==> src/rtl/rj_mem_ctrl.sv <==
// rj_mem_ctrl: arbitrates the shared 16x16 coefficient/data memory between the
// serial loader (write), the filter engine (read) and a full clear sweep.
// The memory's level handshake is turned into single-cycle grant/valid/done pulses.
module rj_mem_ctrl #(
    parameter int ADDR_W  = 4,
    parameter int DATA_W  = 16,
    parameter int TIMEOUT = 15
) (
    input  logic              Sclk,
    input  logic              Reset_n,
    input  logic              clr_Req,
    input  logic              wr_Req,
    input  logic [ADDR_W-1:0] wr_Addr,
    input  logic [DATA_W-1:0] wr_Data,
    input  logic              rd_Req,
    input  logic [ADDR_W-1:0] rd_Addr,
    output logic              wr_Gnt,
    output logic              rd_Valid,
    output logic [DATA_W-1:0] rd_Data,
    output logic              clr_Done,
    output logic              busy,
    output logic              err,
    output logic              mem_start,
    output logic              mem_en,
    output logic              mem_cntrl_rst,
    output logic              mem_wr,
    output logic [ADDR_W-1:0] mem_wr_Addr,
    output logic [ADDR_W-1:0] mem_rd_Addr,
    output logic [DATA_W-1:0] mem_data_In,
    input  logic              mem_w_Done,
    input  logic              mem_data_Valid,
    input  logic [DATA_W-1:0] mem_data_Out
);

    typedef enum logic [2:0] {S_INIT, S_IDLE, S_ACCESS, S_RELEASE, S_CLR_NEXT} state_t;
    typedef enum logic [1:0] {OP_WR, OP_RD, OP_CLR} op_t;

    localparam logic [ADDR_W-1:0] LAST_ADDR = '1;
    localparam logic [ADDR_W-1:0] ADDR_ONE  = ADDR_W'(1);
    // Abort fires on the last permitted cycle so the handshake gets TIMEOUT cycles in a state.
    localparam logic [3:0]        TMO_LAST  = 4'(TIMEOUT - 1);

    state_t     state;
    op_t        op;
    logic       last_wr;    // 1: write was granted last, so a read wins the next tie
    logic [3:0] tmo_cnt;
    logic       ack;

    // Write and clear are acknowledged by w_Done, reads by data_Valid.
    assign ack = (op == OP_RD) ? mem_data_Valid : mem_w_Done;

    // Controller FSM; all outputs registered. Mode bits change only in IDLE/CLR_NEXT.
    always_ff @(posedge Sclk or negedge Reset_n) begin
        if (!Reset_n) begin
            state         <= S_INIT;
            op            <= OP_WR;
            last_wr       <= 1'b0;
            tmo_cnt       <= '0;
            wr_Gnt        <= 1'b0;
            rd_Valid      <= 1'b0;
            rd_Data       <= '0;
            clr_Done      <= 1'b0;
            busy          <= 1'b0;
            err           <= 1'b0;
            mem_start     <= 1'b0;
            mem_en        <= 1'b0;
            mem_cntrl_rst <= 1'b0;
            mem_wr        <= 1'b0;
            mem_wr_Addr   <= '0;
            mem_rd_Addr   <= '0;
            mem_data_In   <= '0;
        end else begin
            wr_Gnt    <= 1'b0;
            rd_Valid  <= 1'b0;
            clr_Done  <= 1'b0;
            mem_start <= 1'b0;
            case (state)
                S_INIT: begin
                    mem_start <= 1'b1;
                    busy      <= 1'b0;
                    state     <= S_IDLE;
                end
                S_IDLE: begin
                    tmo_cnt <= '0;
                    if (clr_Req) begin
                        op            <= OP_CLR;
                        mem_cntrl_rst <= 1'b1;
                        mem_wr        <= 1'b0;
                        mem_wr_Addr   <= '0;
                        mem_data_In   <= '0;
                        mem_en        <= 1'b1;
                        busy          <= 1'b1;
                        state         <= S_ACCESS;
                    end else if (wr_Req && (!rd_Req || !last_wr)) begin
                        op            <= OP_WR;
                        mem_cntrl_rst <= 1'b0;
                        mem_wr        <= 1'b1;
                        mem_wr_Addr   <= wr_Addr;
                        mem_data_In   <= wr_Data;
                        mem_en        <= 1'b1;
                        busy          <= 1'b1;
                        last_wr       <= 1'b1;
                        state         <= S_ACCESS;
                    end else if (rd_Req) begin
                        op            <= OP_RD;
                        mem_cntrl_rst <= 1'b0;
                        mem_wr        <= 1'b0;
                        mem_rd_Addr   <= rd_Addr;
                        mem_en        <= 1'b1;
                        busy          <= 1'b1;
                        last_wr       <= 1'b0;
                        state         <= S_ACCESS;
                    end else begin
                        // Park the mode bits once nothing is pending (also tidies up after an abort).
                        mem_cntrl_rst <= 1'b0;
                        mem_wr        <= 1'b0;
                    end
                end
                S_ACCESS: begin
                    if (ack) begin
                        if (op == OP_RD)
                            rd_Data <= mem_data_Out;
                        mem_en  <= 1'b0;
                        tmo_cnt <= '0;
                        state   <= S_RELEASE;
                    end else if (tmo_cnt == TMO_LAST) begin
                        err    <= 1'b1;
                        mem_en <= 1'b0;
                        busy   <= 1'b0;
                        state  <= S_IDLE;
                    end else begin
                        tmo_cnt <= tmo_cnt + 4'd1;
                    end
                end
                S_RELEASE: begin
                    if (!ack) begin
                        tmo_cnt <= '0;
                        if (op == OP_WR) begin
                            wr_Gnt <= 1'b1;
                            busy   <= 1'b0;
                            state  <= S_IDLE;
                        end else if (op == OP_RD) begin
                            rd_Valid <= 1'b1;
                            busy     <= 1'b0;
                            state    <= S_IDLE;
                        end else begin
                            // Done pulse is visible during the final CLR_NEXT cycle.
                            clr_Done <= (mem_wr_Addr == LAST_ADDR);
                            state    <= S_CLR_NEXT;
                        end
                    end else if (tmo_cnt == TMO_LAST) begin
                        err   <= 1'b1;
                        busy  <= 1'b0;
                        state <= S_IDLE;
                    end else begin
                        tmo_cnt <= tmo_cnt + 4'd1;
                    end
                end
                S_CLR_NEXT: begin
                    if (mem_wr_Addr == LAST_ADDR) begin
                        mem_cntrl_rst <= 1'b0;
                        busy          <= 1'b0;
                        state         <= S_IDLE;
                    end else begin
                        mem_wr_Addr <= mem_wr_Addr + ADDR_ONE;
                        mem_en      <= 1'b1;
                        state       <= S_ACCESS;
                    end
                end
                default: state <= S_INIT;
            endcase
        end
    end

endmodule

==> config.mk <==
export PLATFORM = sky130hd
export DESIGN_NAME = rj_mem_ctrl
export DESIGN_NICKNAME = d
export VERILOG_FILES = /design/src/rtl/rj_mem_ctrl.sv
export SDC_FILE = /design/constraint.sdc
export NUM_CORES = 1
export LEC_CHECK = 0
export ABC_AREA = 1
export BUFFER_PORTS_ARGS = -buffer_cell sky130_fd_sc_hd__buf_4
export CAP_MARGIN = 40
export CELL_PAD_IN_SITES_DETAIL_PLACEMENT = 0
export CELL_PAD_IN_SITES_GLOBAL_PLACEMENT = 1
export CORE_MARGIN = 2
export CORE_UTILIZATION = 36
export DETAILED_ROUTE_END_ITERATION = 10
export GPL_ROUTABILITY_DRIVEN = 1
export GPL_TIMING_DRIVEN = 0
export PLACE_DENSITY_LB_ADDON = 0.1
export SLEW_MARGIN = 20
export SYNTH_ARGS = -nofsm -noshare
export SYNTH_HDL_FRONTEND = slang
export SYNTH_SLANG_ARGS = --single-unit
==> constraint.sdc <==
create_clock -name Sclk -period 1.6 [get_ports Sclk]
set_input_delay 0.08 -clock Sclk [delete_from_list [all_inputs] [get_ports Sclk]]
set_output_delay 0.08 -clock Sclk [all_outputs]
set_load 0.02 [all_outputs]
==> results of run 1 <==
==> layout by cell type (no fill, tap or decap), drive strengths merged, types with 5 or more instances in the layout <==
cell type and n:
o21ai 32, dlygate4sd3 37, nand2 107, inv 47, nand3 35, nor2 18, clkbuf 12, a21oi 5
dfrtp 59, buf 101
==> metrics by stage <==
step | total power, mW | instances | util (%)
detailed placement | 5.86 | 520 | 47.9
global route | 7.98 | 573 | 56.1
CTS | 7.51 | 572 | 55.7
finish | 7.43 | 573 | 56.1
global placement | 5.81 | 520 | 47.9
floorplan | 4.56 | 323 | -
==> synthesized netlist by cell type (all sizes together) <==
master  number  area [sq um]
a31oi        1          6.26
clkbuf       1          3.75
nor2        18          85.1
dfrtp       59          1480
clkinv       1          3.75
nand3       35           198
nand4        3          18.8
nand2      107           467
nor3         2          21.3
buf          5          50.0
a21oi        5          25.0
xnor2        1          8.76
o21ai       32           220
inv         47           176
a21o         1          7.51
o21bai       1          7.51
o21a         1          7.51
ha           3          37.5
==> flip-flops by register name, summed over array words and instances, names as in the netlist, 2 cells and up <==
name,flops
tmo_cnt,4
rd_Data,16
state,3
op,2
mem_data_In,16
mem_wr_Addr,4
mem_rd_Addr,4
==> worst reg2reg max path: cells and delay by family (launching register included) <==
| family | cells | cell delay [ns] |
|---|---|---|
| AND/OR/NAND/NOR | 5 | 0.47 |
| AO/OA/AOI/OAI | 1 | 0.05 |
| buffers and inverters | 3 | 0.40 |
| flip-flops | 1 | 0.48 |
==> what timing repair did <==
item,CTS,global route
endpoints found under the setup margin,0,4
resized for setup,0,5
hold buffers,37,0
buffers inserted,0,0
endpoints found under the hold margin,95,0
==> layer usage <==
layer	part of all wire (%)	vias to the layer above	GRT usage (%)
met5	0	-	0
met4	2.0	0	8.58
met2	49	67	28.8
met3	5.4	12	4.31
li1	-	1305	-
met1	44	1216	22.0
==> kinds of logic after synthesis <==
family | after synthesis | share of synthesized area [%]
adders and majority gates | 3 | 1.33
xor gates and xnor gates | 1 | 0.311
buffers and inverters | 54 | 8.30
AOI/OAI and AO/OA | 41 | 9.72
and+or+nand+nor | 165 | 28.0
DFF | 59 | 52.4
==> final cells by class <==
cell class	instances	area, sq um	area share [%]
buffer	6	55.1	1.28
clock buffer	11	151	3.53
clock inverter	4	73.8	1.72
inverter	48	180	4.20
multi-input combinational	210	1110	25.9
sequential	59	1480	34.5
tap	102	128	2.98
timing repair buffer	133	1110	25.9
==> power breakdown <==
| part | switching (mW) | internal (mW) |
|---|---|---|
| clock network | 0.590 | 0.953 |
| logic | 1.97 | 1.40 |
| registers | 0.444 | 2.08 |
| total | 3.00 | 4.43 |
==> worst max-delay path by stage <==
stage / from / end / slack [ns] / depth (start not counted)
after global placement: state[2] / mem_wr_Addr[1] / 0.14 / 7
final: state[2] / rd_Data[0] / 0.10 / 9
after floorplan: mem_wr_Addr[0] / busy / 0.20 / 6
after global routing: tmo_cnt[0] / state[0] / 0.01 / 6
after CTS: mem_wr_Addr[0] / busy / 0.10 / 6
after detailed placement: state[2] / rd_Data[0] / 0.11 / 9
==> flow_summary.toml, run 1 <==
[worst_hold_path]
min-delay-start = "clr_Req"
hp-class = "in -> reg"
hold_depth = 3
hold_path_end = "mem_cntrl_rst"

[timing]
whs_ns = 0.0173
period_minus_slack_ns = 1.50
setup_tns_ns = 0
relSlewSlack_pct = 78.5
layout_setup_ws_ns = 0.105
period_share_pct = 93.5
finalHoldViolations = 0
tightest_slew_ns = 0.321
drv_slew = 0
fmax_ghz = 0.669
skew_ns = 0.0135
rsz0062_at_grt = "false"
setup_viol = 0

[synth]
synth-seq-cells = 59
syn_nets = 373
yosysUniqueCellTypes = 29
synth_cells = 323
synth-warning-count = 0
netlist_area_sq_um = 2820
ys_seq_area_share_pct = 52.4
synth.avg_cell_area_sq_um = 8.73

[placed_design]
pre_cts_ws_ns = 0.113
place_hpwl_mm = 4.92
port_buffers = 95
place_congestion = 0.761
placed_cell_area_sq_um = 3660

[flow_run]
maxCapViolCount = 0

[run_status]
status = "finished clean"

[floorplan]
die-width_um = 92.5
dieArea_sq_um = 8560
die_h_um = 92.5
start_util_pct = 36.9
design.core.area_sq_um = 7650
io_pins = 96
num_rows = 32

[routing]
ant_nets = 0
routed_via_density = 4.54
num_vias = 2600
dr.pass1.iters = 4
wl_mm = 7.09
wl_per_cell_um = 12.4
drc = 0
drtIter0Drc = 75

[layout]
drive_gt1_share_pct = 36.5
nFillCells = 699
syn_to_final_growth_pct = 52.1
diodes = 0
design_area_sq_um = 4290
final_nets = 517

[clock_tree]
cts_htree_levels = 3
cts_made_buffers = 9
clk_path_buf_depth = 2
clk_pin_slew_ns = 0.07
cts.sinks = 59
clk_latency_ns = 0.34
cts_tree = "yes"
clockRootBuffer = "clkbuf_8"

[critical_path]
cp_common_cell = "inv_2"
reg2reg_depth = 9
rr_startpoint = "state[2]"
cp_slowest_cell = "dfrtp_1"
arrival_ns = 1.73
cp_top_family = "flip-flops"
worstPathCellList = "inv_2 > nand2_4 > nor2_4 > nand3_2 > inv_2 > nand3_4 > buf_6 > nand2_2 > o21ai_2"
rrSetupSlack_ns = 0.10
cp.required_ns = 1.83
cp_max_fo = 10
critPathKind = "reg -> reg"
r2r_end = "rd_Data[0]"
endpoint_kind = "flip-flop"
cp_num_buf_inv = 3
max_stage_delay_ns = 0.48
cp-start-kind = "flip-flop"

[global_routing]
gr-total-overflow = 0
antenna_found_initial = 0
track_usage_pct = 17.7
grt_pass1_wl_mm = 11.7
grt_max_degree = 60
grt_pass1_vias = 2522

[power_and_ir_drop]
ir_drop_mv = 0.817
p_leak_nw = 2.33
power.density_nw_per_um2 = 1730
Note: power is estimated with default switching activity, not from simulation.
==> run 2, diff against run 1 <==
clock period = 1.4 ns   (was 1.6 ns; I/O delays follow)
==> flow_summary.toml, run 2 (synthesized netlist as in run 1, its figures left out) <==
[run_status]
status = "finished, violations left"
violations = "setup timing"

[clock_tree]
cts_htree_levels = 3
clk_pin_slew_ns = 0.07
cts_made_buffers = 9
cts_tree = "yes"
clockRootBuffer = "clkbuf_8"
clk_path_buf_depth = 2
cts.sinks = 59
clk_latency_ns = 0.33

[timing]
whs_ns = 0.0307
period_minus_slack_ns = 1.45
tightest_slew_ns = 0.772
relSlewSlack_pct = 48.5
period_share_pct = 104
skew_ns = 0.00686
rsz0062_at_grt = "true"
layout_setup_ws_ns = -0.0502
drv_slew = 0
finalHoldViolations = 0
setup_tns_ns = -0.579
setup_viol = 16
fmax_ghz = 0.690

[critical_path]
cp-start-kind = "flip-flop"
reg2reg_depth = 9
crit_path_start = "state[2]"
cp_common_cell = "inv_2"
rr_startpoint = "state[2]"
r2r_end = "rd_Data[3]"
path_depth = 9
max_stage_delay_ns = 0.45
worstPathCellList = "inv_2 > nand2_4 > nor2_4 > nand3_2 > inv_2 > nand3_4 > buf_8 > nand2_2 > o21ai_2"
cp_slowest_cell = "dfrtp_2"
crit_end = "rd_Data[3]"
endpoint_kind = "flip-flop"
cp_max_fo = 10
cp_top_family = "simple AND/OR/NAND/NOR gates"
rrSetupSlack_ns = -0.05
cp_num_buf_inv = 3
arrival_ns = 1.67
critPathKind = "reg -> reg"
cp.required_ns = 1.62

[floorplan]
io_pins = 96
design.core.area_sq_um = 7650
die_h_um = 92.5
num_rows = 32
start_util_pct = 36.9
dieArea_sq_um = 8560
die-width_um = 92.5

[placed_design]
place_congestion = 0.760
place_hpwl_mm = 4.81
placed_cell_area_sq_um = 3660
dp.cells = 520
port_buffers = 95

[routing]
dr.pass1.iters = 4
routed_via_density = 4.49
wl_mm = 7.28
drc = 0
ant_nets = 0
drtIter0Drc = 130
wl_per_cell_um = 12.4
num_vias = 2631

[power_and_ir_drop]
fin_total_pwr_mw = 8.78
power.density_nw_per_um2 = 1990
ir_drop_mv = 0.831
p_leak_nw = 2.36

[layout]
largestRegisters = "mem_data_In x16, rd_Data x16"
diodes = 0
seqCellArea_sq_um = 1480
fin_cells = 586
final_cell_mix = "buf_4, nand2_1, dfrtp_1"
multi_input_area_sq_um = 1180
final_common_cell = "buf_4"
drive_gt1_share_pct = 40.5
final_nets = 529
design_area_sq_um = 4420
nFillCells = 730
syn_to_final_growth_pct = 56.8

[global_routing]
track_usage_pct = 17.9
gr-total-overflow = 0
grt_pass1_vias = 2549
antenna_found_initial = 0
grt_max_degree = 60
grt_pass1_wl_mm = 12.0

[worst_hold_path]
min-delay-start = "wr_Addr[2]"
hp-class = "in -> reg"

[flow_run]
maxCapViolCount = 0
==> run 2: changes by cell type in the layout (fill, tap and decap cells not counted), sizes merged <==
cell / delta
buf: +11
clkbuf: -2
clkinv: +1
clkinvlp: +1
dlygate4sd3: +1
nor3: +1
==> run 2: per-layer routing <==
metal | routed length, um | GRT usage, % | up-vias
met3 | 441 | 6.10 | 4
met5 | 0 | 0 | -
met2 | 3680 | 29.6 | 58
met4 | 57 | 5.22 | 0
li1 | - | - | 1329
met1 | 3100 | 22.1 | 1240
==> run 2: repair_timing <==
item / CTS / global route
endpoints found under the hold margin: 96 / 0
gates resized for setup: 4 / 24
pin swaps: 1 / 5
cloned: 0 / 1
hold buffers: 38 / 0
setup buffers: 1 / 10
setup endpoints to repair: 38 / 40
==> run 2: where the power goes <==
part	internal (mW)	switching, mW	leakage, nW
clock	0.990	0.677	0.110
sequential	2.39	0.532	0.755
combinational	1.83	2.37	1.50
==> run 2: worst min path at each step <==
stage	end	slack (ns)	cells past startpoint
floorplan	busy	-0.23	0
global placement	mem_wr_Addr[3]	0.20	1
detailed placement	mem_wr_Addr[3]	0.20	1
CTS	mem_wr_Addr[2]	0.02	3
global route	mem_wr_Addr[3]	0.04	5
finish	mem_wr_Addr[2]	0.03	3
==> run 2: per-stage QoR <==
step / util, % / setup WS [ns]
after floorplan: - / 0.00710
after global placement: 47.9 / -0.0640
after detailed placement: 47.9 / -0.0790
after CTS: 55.8 / -0.0370
after global routing: 57.8 / -0.108
final: 57.8 / -0.0502
==> run 2: tightest hold or removal path, cell delays in order <==
cell and delay, ns:
buf_4 0.08, a21oi_1 0.06, o21ai_1 0.11
==> run 2: final cells by class <==
| cell class | instances | share of cell area, % |
|---|---|---|
| plain buffers | 6 | 1.39 |
| well taps | 102 | 2.89 |
| repair buffers | 144 | 26.6 |
| clock buffers | 10 | 2.89 |
| multi-input cells | 211 | 26.6 |
| clock inverters | 6 | 1.81 |
| inverters | 48 | 4.33 |
| flip-flops and latches | 59 | 33.5 |
